## src/rtl/pipe_pkg.sv

```systemverilog
// Shared types and field widths for the pipeline stage registers (ID/EX, EX/MEM, MEM/WB).
package pipe_pkg;

    typedef enum logic [1:0] {
        ST_EMPTY = 2'd0,
        ST_FULL  = 2'd1,
        ST_SKID  = 2'd2
    } pipe_state_t;

    // Control value of a bubble: no RegWrite, no MemWrite, no branch.
    localparam int unsigned CTRL_BUBBLE = 0;

    localparam int unsigned XLEN       = 32;
    localparam int unsigned INSTR_W    = 32;
    localparam int unsigned REG_ADDR_W = 5;
    localparam int unsigned ALUCTRL_W  = 4;
    localparam int unsigned FLAG_W     = 8;

    typedef struct packed {
        logic                 reg_write;
        logic                 mem_read;
        logic                 mem_write;
        logic                 branch;
        logic                 jump;
        logic                 mem_to_reg;
        logic                 alu_src;
        logic                 reg_dst;
        logic [ALUCTRL_W-1:0] alu_ctrl;
    } idex_ctrl_t;

    localparam int unsigned IDEX_CTRL_W  = FLAG_W + ALUCTRL_W;
    localparam int unsigned IDEX_DATA_W  = INSTR_W + 5 * XLEN + REG_ADDR_W;
    localparam int unsigned EXMEM_DATA_W = 3 * XLEN + REG_ADDR_W;
    localparam int unsigned MEMWB_DATA_W = 2 * XLEN + REG_ADDR_W;

endpackage

```

## src/rtl/pipe_stage_skid_if.sv

```systemverilog
// Valid/ready handshake bundle between two pipeline stages, upstream and downstream sides.
interface pipe_stage_skid_if #(
    parameter int unsigned CTRL_W = 12,
    parameter int unsigned DATA_W = 197
);
    import pipe_pkg::*;

    logic              in_valid;
    logic              in_ready;
    logic [CTRL_W-1:0] in_ctrl;
    logic [DATA_W-1:0] in_data;
    logic              out_valid;
    logic              out_ready;
    logic [CTRL_W-1:0] out_ctrl;
    logic [DATA_W-1:0] out_data;

    modport master (
        output in_valid, in_ctrl, in_data, out_ready,
        input  in_ready, out_valid, out_ctrl, out_data
    );

    modport slave (
        input  in_valid, in_ctrl, in_data, out_ready,
        output in_ready, out_valid, out_ctrl, out_data
    );

endinterface

```

## src/rtl/pipe_sat_counter.sv

```systemverilog
// Saturating up-counter for performance events; holds at all-ones instead of wrapping.
module pipe_sat_counter #(
    parameter int unsigned CNT_W = 16
) (
    input  logic             clock,
    input  logic             reset,
    input  logic             inc,
    input  logic             clear,
    output logic [CNT_W-1:0] count
);
    import pipe_pkg::*;

    logic [CNT_W-1:0] count_q;
    logic [CNT_W-1:0] count_d;

    always_comb begin
        count_d = count_q;
        if (clear) begin
            count_d = '0;
        end else if (inc && (count_q != {CNT_W{1'b1}})) begin
            count_d = count_q + CNT_W'(1);
        end
    end

    always_ff @(posedge clock) begin
        if (reset) begin
            count_q <= '0;
        end else begin
            count_q <= count_d;
        end
    end

    assign count = count_q;

endmodule

```

## src/rtl/pipe_stage_skid.sv

```systemverilog
// Pipeline stage register with valid/ready handshake, optional skid entry, flush-to-bubble
// and a saturating bubble-cycle counter.
module pipe_stage_skid
    import pipe_pkg::*;
#(
    parameter int unsigned CTRL_W = IDEX_CTRL_W,
    parameter int unsigned DATA_W = IDEX_DATA_W,
    parameter int unsigned SKID   = 1,
    parameter int unsigned CNT_W  = 16
) (
    input  logic             clock,
    input  logic             reset,
    input  logic             flush,
    pipe_stage_skid_if.slave bus,
    output logic [CNT_W-1:0] bubble_cnt
);

    localparam bit HAS_SKID = (SKID != 0);

    pipe_state_t       state_q;
    pipe_state_t       state_d;
    logic              out_valid_q;
    logic              out_valid_d;
    logic [CTRL_W-1:0] main_ctrl_q;
    logic [CTRL_W-1:0] main_ctrl_d;
    logic [DATA_W-1:0] main_data_q;
    logic [DATA_W-1:0] main_data_d;
    logic [CTRL_W-1:0] skid_ctrl_q;
    logic [DATA_W-1:0] skid_data_q;
    logic              skid_load;
    logic              in_ready_c;
    logic              acc;
    logic              drn;

    // Next-state logic; main_ctrl is forced to the bubble value whenever the stage goes empty.
    always_comb begin
        state_d     = state_q;
        out_valid_d = out_valid_q;
        main_ctrl_d = main_ctrl_q;
        main_data_d = main_data_q;
        skid_load   = 1'b0;

        if (HAS_SKID) begin
            in_ready_c = !reset && !flush && (state_q != ST_SKID);
        end else begin
            in_ready_c = !reset && !flush && (!out_valid_q || bus.out_ready);
        end
        acc = bus.in_valid && in_ready_c;
        drn = out_valid_q && bus.out_ready;

        if (flush) begin
            state_d     = ST_EMPTY;
            out_valid_d = 1'b0;
            main_ctrl_d = CTRL_W'(CTRL_BUBBLE);
        end else begin
            unique case (state_q)
                ST_EMPTY: begin
                    if (acc) begin
                        main_ctrl_d = bus.in_ctrl;
                        main_data_d = bus.in_data;
                        out_valid_d = 1'b1;
                        state_d     = ST_FULL;
                    end
                end
                ST_FULL: begin
                    if (acc && drn) begin
                        main_ctrl_d = bus.in_ctrl;
                        main_data_d = bus.in_data;
                    end else if (acc && HAS_SKID) begin
                        skid_load = 1'b1;
                        state_d   = ST_SKID;
                    end else if (drn) begin
                        out_valid_d = 1'b0;
                        main_ctrl_d = CTRL_W'(CTRL_BUBBLE);
                        state_d     = ST_EMPTY;
                    end
                end
                ST_SKID: begin
                    if (drn) begin
                        main_ctrl_d = skid_ctrl_q;
                        main_data_d = skid_data_q;
                        state_d     = ST_FULL;
                    end
                end
                default: begin
                    state_d     = ST_EMPTY;
                    out_valid_d = 1'b0;
                    main_ctrl_d = CTRL_W'(CTRL_BUBBLE);
                end
            endcase
        end
    end

    always_ff @(posedge clock) begin
        if (reset) begin
            state_q     <= ST_EMPTY;
            out_valid_q <= 1'b0;
            main_ctrl_q <= '0;
            main_data_q <= '0;
        end else begin
            state_q     <= state_d;
            out_valid_q <= out_valid_d;
            main_ctrl_q <= main_ctrl_d;
            main_data_q <= main_data_d;
        end
    end

    // Spare entry holds the younger beat while the output is stalled.
    if (HAS_SKID) begin : g_skid
        always_ff @(posedge clock) begin
            if (reset) begin
                skid_ctrl_q <= '0;
                skid_data_q <= '0;
            end else if (skid_load) begin
                skid_ctrl_q <= bus.in_ctrl;
                skid_data_q <= bus.in_data;
            end
        end
    end else begin : g_no_skid
        assign skid_ctrl_q = '0;
        assign skid_data_q = '0;
    end

    assign bus.in_ready  = in_ready_c;
    assign bus.out_valid = out_valid_q;
    assign bus.out_ctrl  = main_ctrl_q;
    assign bus.out_data  = main_data_q;

    pipe_sat_counter #(
        .CNT_W (CNT_W)
    ) u_bubble_cnt (
        .clock (clock),
        .reset (reset),
        .inc   (bus.out_ready && !out_valid_q),
        .clear (1'b0),
        .count (bubble_cnt)
    );

endmodule
```

## src/flat_wrapper.sv

```systemverilog
// flat-port wrapper written by rule: the top's interface ports become plain ports
module pipe_stage_skid_flat import pipe_pkg::*;
#(
    parameter int unsigned CTRL_W = IDEX_CTRL_W,
    parameter int unsigned DATA_W = IDEX_DATA_W,
    parameter int unsigned SKID   = 1,
    parameter int unsigned CNT_W  = 16
)
  (clock, reset, flush, bubble_cnt, bus_in_valid, bus_in_ctrl, bus_in_data, bus_out_ready, bus_in_ready, bus_out_valid, bus_out_ctrl, bus_out_data);
  pipe_stage_skid_if #(.CTRL_W(CTRL_W), .DATA_W(DATA_W)) bus_i ();
  input  logic clock;
  input  logic reset;
  input  logic flush;
  output logic [CNT_W-1:0] bubble_cnt;
  input wire logic [$bits(bus_i.in_valid)-1:0] bus_in_valid;
  input wire logic [$bits(bus_i.in_ctrl)-1:0] bus_in_ctrl;
  input wire logic [$bits(bus_i.in_data)-1:0] bus_in_data;
  input wire logic [$bits(bus_i.out_ready)-1:0] bus_out_ready;
  output wire logic [$bits(bus_i.in_ready)-1:0] bus_in_ready;
  output wire logic [$bits(bus_i.out_valid)-1:0] bus_out_valid;
  output wire logic [$bits(bus_i.out_ctrl)-1:0] bus_out_ctrl;
  output wire logic [$bits(bus_i.out_data)-1:0] bus_out_data;
  assign bus_i.in_valid = bus_in_valid;
  assign bus_i.in_ctrl = bus_in_ctrl;
  assign bus_i.in_data = bus_in_data;
  assign bus_i.out_ready = bus_out_ready;
  assign bus_in_ready = bus_i.in_ready;
  assign bus_out_valid = bus_i.out_valid;
  assign bus_out_ctrl = bus_i.out_ctrl;
  assign bus_out_data = bus_i.out_data;
  pipe_stage_skid #(.CTRL_W(CTRL_W), .DATA_W(DATA_W), .SKID(SKID), .CNT_W(CNT_W)) u_core (.clock(clock), .reset(reset), .flush(flush), .bus(bus_i), .bubble_cnt(bubble_cnt));
endmodule
```

## config.mk

```make
export PLATFORM = sky130hd
export DESIGN_NAME = pipe_stage_skid_flat
export DESIGN_NICKNAME = d
export VERILOG_FILES = /design/src/rtl/pipe_pkg.sv /design/src/rtl/pipe_stage_skid_if.sv /design/src/rtl/pipe_sat_counter.sv /design/src/rtl/pipe_stage_skid.sv /design/src/flat_wrapper.sv
export SDC_FILE = /design/constraint.sdc
export NUM_CORES = 1
export LEC_CHECK = 0
export CAP_MARGIN = 20
export CELL_PAD_IN_SITES_DETAIL_PLACEMENT = 1
export CELL_PAD_IN_SITES_GLOBAL_PLACEMENT = 2
export CORE_ASPECT_RATIO = 0.6
export CORE_MARGIN = 2
export CORE_UTILIZATION = 28
export DETAILED_ROUTE_END_ITERATION = 10
export PLACE_DENSITY = 0.8
export SLEW_MARGIN = 20
export SYNTH_ARGS = -nofsm -noshare
export SYNTH_HDL_FRONTEND = slang
export SYNTH_SLANG_ARGS = --single-unit
```

## constraint.sdc

```tcl
create_clock -name clock -period 2.1 [get_ports clock]
set_input_delay 0.525 -clock clock [delete_from_list [all_inputs] [get_ports clock]]
set_output_delay 0.525 -clock clock [all_outputs]
set_load 0.01 [all_outputs]
```

# [Yosys cells after proc, flatten, opt, wreduce, memory -nomap -nowiden]
# Cells that the tools add are included.
[word_totals] register_bits=437 inputBits=214 output_inout_bits=227
[op_classes] add_sub_neg=1 eq_ne=13 mux=25 bitwise_logic=2 n_reduce_logical=17
[ops] operator="2-to-1 mux 197 bit" count=3
[ops] operator="one-hot mux 197 bit (3 select lines)" count=1
[ops] operator="2-to-1 mux 12 bit" count=5
[ops] operator="one-hot mux 12 bit (3 select lines)" count=1
[ops] operator="adder 16 x 1 -> 16 bit, second input constant" count=1
[ops] operator="!= test 16 bit, second input constant" count=1
[ops] operator="2-to-1 mux 2 bit" count=5
[ops] operator="AND reduction 5 bit" count=2
[ops] operator="2-to-1 mux 1 bit" count=8
[ops] operator="!= test 2 x 1 -> 1 bit, second input constant" count=4
[ops] operator="AND reduction 4 bit" count=2
[ops] operator="logical AND 1 bit" count=7
[ops] operator="!= test 2 bit, second input constant" count=3
[ops] operator="!= test 3 x 1 -> 1 bit, second input constant" count=2
[ops] operator="one-hot mux 2 bit (3 select lines)" count=1
[ops] operator="zero test 1 bit" count=3
[ops] operator="!= test 3 bit, second input constant" count=1
[ops] operator="one-hot mux 1 bit (3 select lines)" count=1
[ops] operator="nonzero test 3 bit" count=1
[ops] operator="== test 2 x 1 -> 1 bit, second input constant" count=1
[ops] operator="== test 2 bit, second input constant" count=1
[ops] operator="zero test 2 bit" count=1
[ops] operator="NOT 1 bit" count=2
[ops] operator="OR reduction 2 bit" count=1

# [Longest topological paths before layout]
# Gate-level depths: netlist of run 1.
[depth] word_depth=8 ltp_mapped=9

# [By module]
# Synthesis of run 1 repeated with hierarchy kept, for this count alone.
[unflattened] hier_cells=2462 hier_area_um2=18809.3
[by_module_without_submodules] module="pipe_stage_skid" n_inst=1 cells_per_inst=2360 area_per_inst_um2=17892.2 seq_area_each_um2=8428.1
[by_module_without_submodules] module="pipe_sat_counter" n_inst=1 cells_per_inst=102 area_per_inst_um2=917.1 seq_area_each_um2=320.3

# [Worst setup path before layout of run 1]
# Ideal clock, no wire load.
[synth_path] kind="input to output" start="input flush" end="output bus_in_ready" t_arrival_ns=1.434 required_time_ns=1.575 setup_slack_ns=0.141 path_stages=5 n_path_buf=3 path_cell_list="buf_2 > or2_1 > buf_4 > clkbuf_1 > nor2_1"
[synth_via] elab_chain_len=3
[synth_rtl] item="start, declared" line="flat_wrapper.sv:13" source="input logic flush;"
[synth_rtl] item="zero test 1 bit"
[synth_rtl] item="logical AND 1 bit"
[synth_rtl] item="logical AND 1 bit" line="pipe_stage_skid.sv:44" source="in_ready_c = !reset && !flush && (state_q != ST_SKID);"
[synth_rtl] item="end, declared" line="flat_wrapper.sv:19" source="output wire logic [$bits(bus_i.in_ready)-1:0] bus_in_ready;"
# No other way between the ends.

# [Worst setup path in the final report of run 1]
[layout_path] start="input bus_out_ready" end="register u_core.main_data_q[48], in the netlist u_core.bus.out_data[48]"
[layout_via] elab_chain_len=4 word_cells_on_any_way=5 classes_between="eq/ne: 2; reduce/logical: 3"
[layout_rtl] item="start, declared" line="flat_wrapper.sv:18" source="input wire logic [$bits(bus_i.out_ready)-1:0] bus_out_ready;"
[layout_rtl] item="logical AND 1 bit *" line="pipe_stage_skid.sv:49" source="drn = out_valid_q && bus.out_ready;"
[layout_rtl] item="logical AND 1 bit" line="pipe_stage_skid.sv:66" source="if (acc && drn) begin"
[layout_rtl] item="!= test 2 x 1 -> 1 bit (no line)"
[layout_rtl] item="AND reduction 5 bit (no line) *"
[layout_rtl] item="end signal, assigned" line="pipe_stage_skid.sv:104" source="main_data_q <= main_data_d;"
[layout_rtl] item="end, declared" line="pipe_stage_skid.sv:26" source="logic [DATA_W-1:0] main_data_q;"
# Mark *: on every way between the ends. The rest lies on a longest branch, timed or not.
# A chain may end at the register's enable or synchronous reset.

==> impl_metrics.yaml, run 1 <==
status:
  outcome: "finished clean"
sta:
  fin_ws_ns: 0.0621
  min_period_ns: 2.04
  whs_ns: 0.454
  setup_viol: 0
  report.final.slew_viol_count: 0
  slew_headroom_pct: 42.1
  skew_ns: 0.0152
  fmax_mhz: 491
  rsz0062_at_grt: "false"
  fin_crit_sh_pct: 97.0
  hold_violations: 0
  worst_pin_slew_ns: 0.868
placement:
  portBuffers: 440
  dp_hpwl_um: 47300
  dp_slack_ns: -0.377
  finalWeightedCongestion: 0.794
detailed_routing:
  drt-vias-per-instance: 5.04
  vias: 18600
  drc: 0
  dr.pass1.iters: 5
  wl_per_cell_um: 19.6
  route.final.wire_length_um: 72300
  drt_iter0_drc: 1061
  drtAntennaViolNets: 0
worst_setup_path:
  r2r-start: "u_core.state_q[0]"
  reg2reg_to: "u_core.bus.out_data[48]"
  r2r_cells: 5
  regToRegSetupSlack_ns: 0.11
  startpoint: "bus_out_ready"
  critPathLaunchType: "input pin"
  critPathKind: "input pin to flip-flop"
  cp_data_arrival_time_ns: 2.54
  end_kind: "flip-flop"
  crit_required_ns: 2.61
  path_max_fanout: 132
die:
  die_h_um: 204
  fp.dieW_um: 337
  start_util_pct: 28.2
  core_area_sq_um: 65900
  io_pins: 441
  die-area_sq_um: 68600
  rows: 73
min_path:
  worstHoldPathType: "flip-flop to flip-flop"
  worstHoldEndpoint: "u_core.skid_data_q[64]"
  min-delay-start: "u_core.skid_data_q[64]"
  hold_depth: 2
clock_tree:
  clock_path_buffers: 3
  insertion_delay_ns: 0.59
  clockRootBuffer: "clkbuf_16"
  hold_buffers: 0
  numCtsBuffers: 47
  htree_num_levels: 2
  cts_tree: "yes"
  clk_pin_slew_ns: 0.06
  cts_sinks: 437
run:
  maxCapViolCount: 0
grt:
  grt_max_degree: 156
  grt_pass1_wl_um: 112000
  overflow: 0
  grt_pass1_vias: 19400
  grt_antenna_before_repair: 5
  track_usage_pct: 20.4
synthesis:
  yosysTopAreaCellShare_pct: 47.0
  synth_common_cells: "nand2_1, dfxtp_1, a21oi_1, o21ai_0, a211o_1"
  synth-seq-cells: 437
  yosysWarnings: 0
  synth_edf_count: 0
  synth_most_common_cell: "nand2_1"
  syn_inst: 2422
  synth_cell_type_count: 42
  synth_area_leader_cell: "dfxtp_1"
  synth-main-ff-cell: "dfxtp_1"
  synth_fp_nets: 2637
  syn_area_per_cell_sq_um: 7.68
  ys_top_cells_by_area: "dfxtp_1, nand2_1, a21oi_1"
  yosysSeqAreaShare_pct: 47.0
  synthArstFlopShare_pct: 0
  synth_area_sq_um: 18600
pwr:
  p_clk_share_pct: 44.0
  power_density_nw_per_um2: 728
  seqPwrFrac_pct: 46.0
  netSwitchingPower_mw: 4.62
  p_int_mw: 14.0
  combPwrFrac_pct: 10.0
  p_total_mw: 18.6
  irDropWorstVdd_mv: 0.518
  p_leak_nw: 9.27
  p_sw_share_pct: 24.8
cells_and_area:
  syn_to_final_growth_pct: 37.4
  drive_gt1_share_pct: 5.88
  finalNetCount: 2981
  fillers: 7829
-- area by class of cell --
cell class	count	area [sq um]	share of cell area, %
sequential	437	8750	34.2
clock buffer	69	1390	5.44
inverter	5	18.8	0.0734
tap	900	1130	4.40
multi-input combinational	1747	8700	34.0
antenna	3	7.51	0.0293
clock inverter	5	52.6	0.205
timing repair buffer	528	5530	21.6
-- worst max-delay path: stages --
cell and delay, ns:
clkdlybuf4s50_1 0.52, a21boi_1 0.10, o32a_2 0.45, buf_12 0.21, a211o_1 0.37, a21oi_1 0.17
-- power groups by stage --
stage	Sequential, mW	Clock, mW	Combinational (mW)
finish	8.56	8.19	1.87
global route	8.58	8.83	2.03
detailed placement	8.74	0	1.89
CTS	8.56	8.47	1.89
floorplan	8.79	0	0.738
global placement	8.73	0	1.85
-- metrics by stage --
step                      util, %  instance area (sq um)  cells  TNS [ns]
final                        38.8                  25600   3694         0
after global routing         38.8                  25600   3694         0
after CTS                    38.7                  25500   3691         0
after detailed placement     36.5                  24100   3616   -115.15
after global placement       36.5                  24100   3616    -99.96
after floorplan                 -                  18600   2422         0
-- per-layer routing --
metal / share of wire, % / track usage (%) / wire length (um)
met5: 0.011 / 0 / 8
met4: 2.2 / 5.56 / 1590
met3: 4.9 / 4.35 / 3530
met2: 47 / 33.2 / 33800
met1: 46 / 27.4 / 33400
-- how the worst max path moves through the flow --
| stage | slack, ns | endpoint | depth (start not counted) |
|---|---|---|---|
| after floorplan | 0.14 | bus_in_ready | 5 |
| after global placement | -0.32 | u_core.bus.out_data[115] | 7 |
| after detailed placement | -0.38 | u_core.bus.out_data[155] | 7 |
| after CTS | 0.00001 | bus_out_data[39] | 1 |
| after global routing | 0.0009 | bus_out_data[78] | 1 |
| final | 0.06 | u_core.bus.out_data[48] | 6 |
-- registers in the layout, summed over array words and instances (netlist names) --
signal and flops:
u_core.bus.out_valid 1, u_core.u_bubble_cnt.count 16, u_core.state_q 2, u_core.skid_data_q 197, u_core.skid_ctrl_q 12, u_core.bus.out_data 197
u_core.bus.out_ctrl 12
-- what timing repair did --
action	in CTS	in global routing
endpoints found under the setup margin	31	38
endpoints found under the hold margin	0	0
resized for setup	33	32
buffers inserted	1	0
-- kinds of logic after synthesis --
| kind of cell | synth area share (%) |
|---|---|
| AND/OR/NAND/NOR | 18.5 |
| AO/OA/AOI/OAI | 27.9 |
| flip-flops | 47.0 |
| buffers and inverters | 6.41 |
| multiplexers | 0.114 |
| adder cells (fa/ha/maj) | 0.0672 |
-- cell usage in the layout (no fill, tap or decap), types with 11 or more instances in the layout --
| cell | count |
|---|---|
| clkdlybuf4s50_1 | 378 |
| o21ai_0 | 199 |
| dlymetal6s2s_1 | 29 |
| buf_4 | 54 |
| clkbuf_1 | 11 |
| clkbuf_16 | 49 |
| buf_12 | 34 |
| a21oi_1 | 421 |
| nand2_1 | 823 |
| o2bb2ai_1 | 12 |
| dlygate4sd2_1 | 31 |
| a211o_1 | 197 |
| a22oi_1 | 12 |
| dfxtp_1 | 434 |
(Power assumes the default switching activity.)
==> run 2, diff against run 1 <==
--- a/config.mk
+++ b/config.mk
@@ -5,12 +5,13 @@
 export SDC_FILE = /design/constraint.sdc
 export NUM_CORES = 1
 export LEC_CHECK = 0
+export ABC_AREA = 1
 export CAP_MARGIN = 20
 export CELL_PAD_IN_SITES_DETAIL_PLACEMENT = 1
 export CELL_PAD_IN_SITES_GLOBAL_PLACEMENT = 2
 export CORE_ASPECT_RATIO = 0.6
 export CORE_MARGIN = 2
-export CORE_UTILIZATION = 28
+export CORE_UTILIZATION = 27
 export DETAILED_ROUTE_END_ITERATION = 10
 export PLACE_DENSITY = 0.8
 export SLEW_MARGIN = 20
==> run 2 against run 1 <==
Against the previous run: flip-flop and latch count unchanged; synthesized area grew 1.9%; critical endpoint is now bus_in_ready; critical path type is now input pin to primary output; via count rose by 3.5%; clock power is 14% higher; hold slack worse by 0.0089 ns.
==> impl_metrics.yaml, run 2 <==
grt:
  grt_max_degree: 174
  grt_pass1_wl_um: 113000
  grt_pass1_vias: 19800
  overflow: 0
  grt_antenna_before_repair: 11
  track_usage_pct: 19.4
sta:
  skew_ns: 0.0149
  worst_pin_slew_ns: 0.762
  slew_headroom_pct: 49.2
  report.final.slew_viol_count: 0
  setup_viol: 0
  fin_crit_sh_pct: 98.5
  min_period_ns: 2.07
  hold_violations: 0
  fmax_mhz: 483
  fin_ws_ns: 0.0317
detailed_routing:
  wl_per_cell_um: 17.7
  dr.pass1.iters: 4
  route.final.wire_length_um: 72700
  drc: 0
  drt_iter0_drc: 838
  drt-vias-per-instance: 4.69
  vias: 19300
  drtAntennaViolNets: 0
worst_setup_path:
  critPathSlowestCell: "clkdlybuf4s50_1"
  regToRegSetupSlack_ns: 0.16
  path_max_fanout: 2
  critPathKind: "input pin to primary output"
  critPathBufInv: 3
  path_cells: "clkdlybuf4s50_1, nor2_4, inv_2, nor2_4, clkdlybuf4s15_2"
  critical-path-top-delay-family: "buffers and inverters"
  critPathMaxStageDelay_ns: 0.46
  crit_required_ns: 1.57
  cp_data_arrival_time_ns: 1.54
  critPathMostFrequentCell: "nor2_4"
  critPathLaunchType: "input pin"
  end_kind: "primary output"
clock_tree:
  clockRootBuffer: "clkbuf_16"
  hold_buffers: 0
  numCtsBuffers: 49
  insertion_delay_ns: 0.59
  htree_num_levels: 2
  clk_pin_slew_ns: 0.06
  cts_sinks: 437
  clock_path_buffers: 3
  cts_tree: "yes"
placement:
  finalWeightedCongestion: 0.798
  dp_hpwl_um: 49900
  dp_slack_ns: -0.569
  portBuffers: 440
cells_and_area:
  mostFrequentLayoutCells: "nand2_1, nor2_1, dfxtp_1, clkdlybuf4s50_1, o21ai_0"
  drive_gt1_share_pct: 6.69
  finalNetCount: 3363
  syn_to_final_growth_pct: 42.8
  fillers: 8505
  layout.cells.most_common: "nand2_1"
synthesis:
  yosysTopAreaCellShare_pct: 46.1
  synth_common_cells: "nand2_1, nor2_1, dfxtp_1, o21ai_0, nand3b_1"
  yosysSeqAreaShare_pct: 46.1
  synth_most_common_cell: "nand2_1"
  synth_area_leader_cell: "dfxtp_1"
  synthArstFlopShare_pct: 0
  synth-seq-cells: 437
  ys_top_cells_by_area: "dfxtp_1, nand2_1, nor2_1"
  synth_cell_type_count: 27
  synth_area_sq_um: 19000
  synth_edf_count: 0
  yosysWarnings: 0
  synth_fp_nets: 2967
  syn_inst: 2752
  syn_area_per_cell_sq_um: 6.89
  synth-main-ff-cell: "dfxtp_1"
pwr:
  p_leak_nw: 11.6
  power_density_nw_per_um2: 755
  p_total_mw: 20.4
  irDropWorstVdd_mv: 0.522
die:
  fp.dieW_um: 346
  start_util_pct: 27.2
  die_h_um: 209
  io_pins: 441
  core_area_sq_um: 69700
  die-area_sq_um: 72400
  rows: 75
min_path:
  worstHoldPathType: "flip-flop to flip-flop"
status:
  outcome: "finished clean"
run:
  maxCapViolCount: 0
run 2: area by class of cell:
type / count / area (sq um) / area share (%)
flip-flops and latches: 437 / 8770 / 32.4
multi-input cells: 1959 / 8870 / 32.8
clock inverters: 13 / 249 / 0.920
repair buffers: 550 / 5980 / 22.1
well taps: 924 / 1160 / 4.27
diodes: 5 / 12.5 / 0.0462
inverters: 151 / 587 / 2.17
clock buffers: 75 / 1450 / 5.34
run 2: metal layers:
metal  share of wire, %  routed length, um  vias up  GRT usage (%)
met5               0.11                 79        -              0
met4                2.2               1600       12           5.16
met3                5.2               3750      101           5.02
met2                 46              33300      304           31.9
met1                 47              34000     9337           25.1
li1                   -                  -     9530              -
run 2: final timing paths:
kind                           from                       end  cells past startpoint
max                           flush              bus_in_ready                      5
min          u_core.skid_data_q[71]    u_core.skid_data_q[71]                      2
max reg2reg       u_core.state_q[0]  u_core.bus.out_data[111]                     14
min reg2reg  u_core.skid_data_q[71]    u_core.skid_data_q[71]                      2
run 2: timing repair:
| item | CTS | global route |
|---|---|---|
| setup endpoints to repair | 59 | 174 |
| buffers inserted | 0 | 11 |
| gates cloned | 0 | 4 |
| pin swaps | 0 | 3 |
| gates resized for setup | 72 | 45 |
run 2: metrics by stage:
stage	cells	hold slack, ns	area (sq um)	setup TNS [ns]	utilization [%]
after floorplan	2752	0.425	19000	0	-
after detailed placement	4006	0.440	25100	-194.34	36.0
after CTS	4094	0.449	26700	-0.0374	38.3
final	4114	0.446	27100	0	38.8
after global placement	4006	0.431	25100	-177.73	36.0
after global routing	4112	0.458	27100	-0.00206	38.8
run 2: power by group:
part | total, mW | switching (mW) | internal, mW
logic | 2.43 | 1.17 | 1.26
registers | 8.69 | 0.143 | 8.54
clock network | 9.31 | 3.73 | 5.59
total | 20.4 | 5.04 | 15.4
run 2: cells by family after synthesis:
| group | count (synthesis) | share of synthesized area (%) |
|---|---|---|
| and+or+nand+nor | 1445 | 32.7 |
| xor gates and xnor gates | 8 | 0.370 |
| buffers and inverters | 356 | 7.31 |
| DFF | 437 | 46.1 |
| adders and majority gates | 1 | 0.0660 |
| AOI/OAI and AO/OA | 505 | 13.4 |
run 2: worst min-delay path, cell delays in order, from the launching register on:
cell     delay (ns)
dfxtp_1        0.30
inv_1          0.05
a21oi_1        0.05
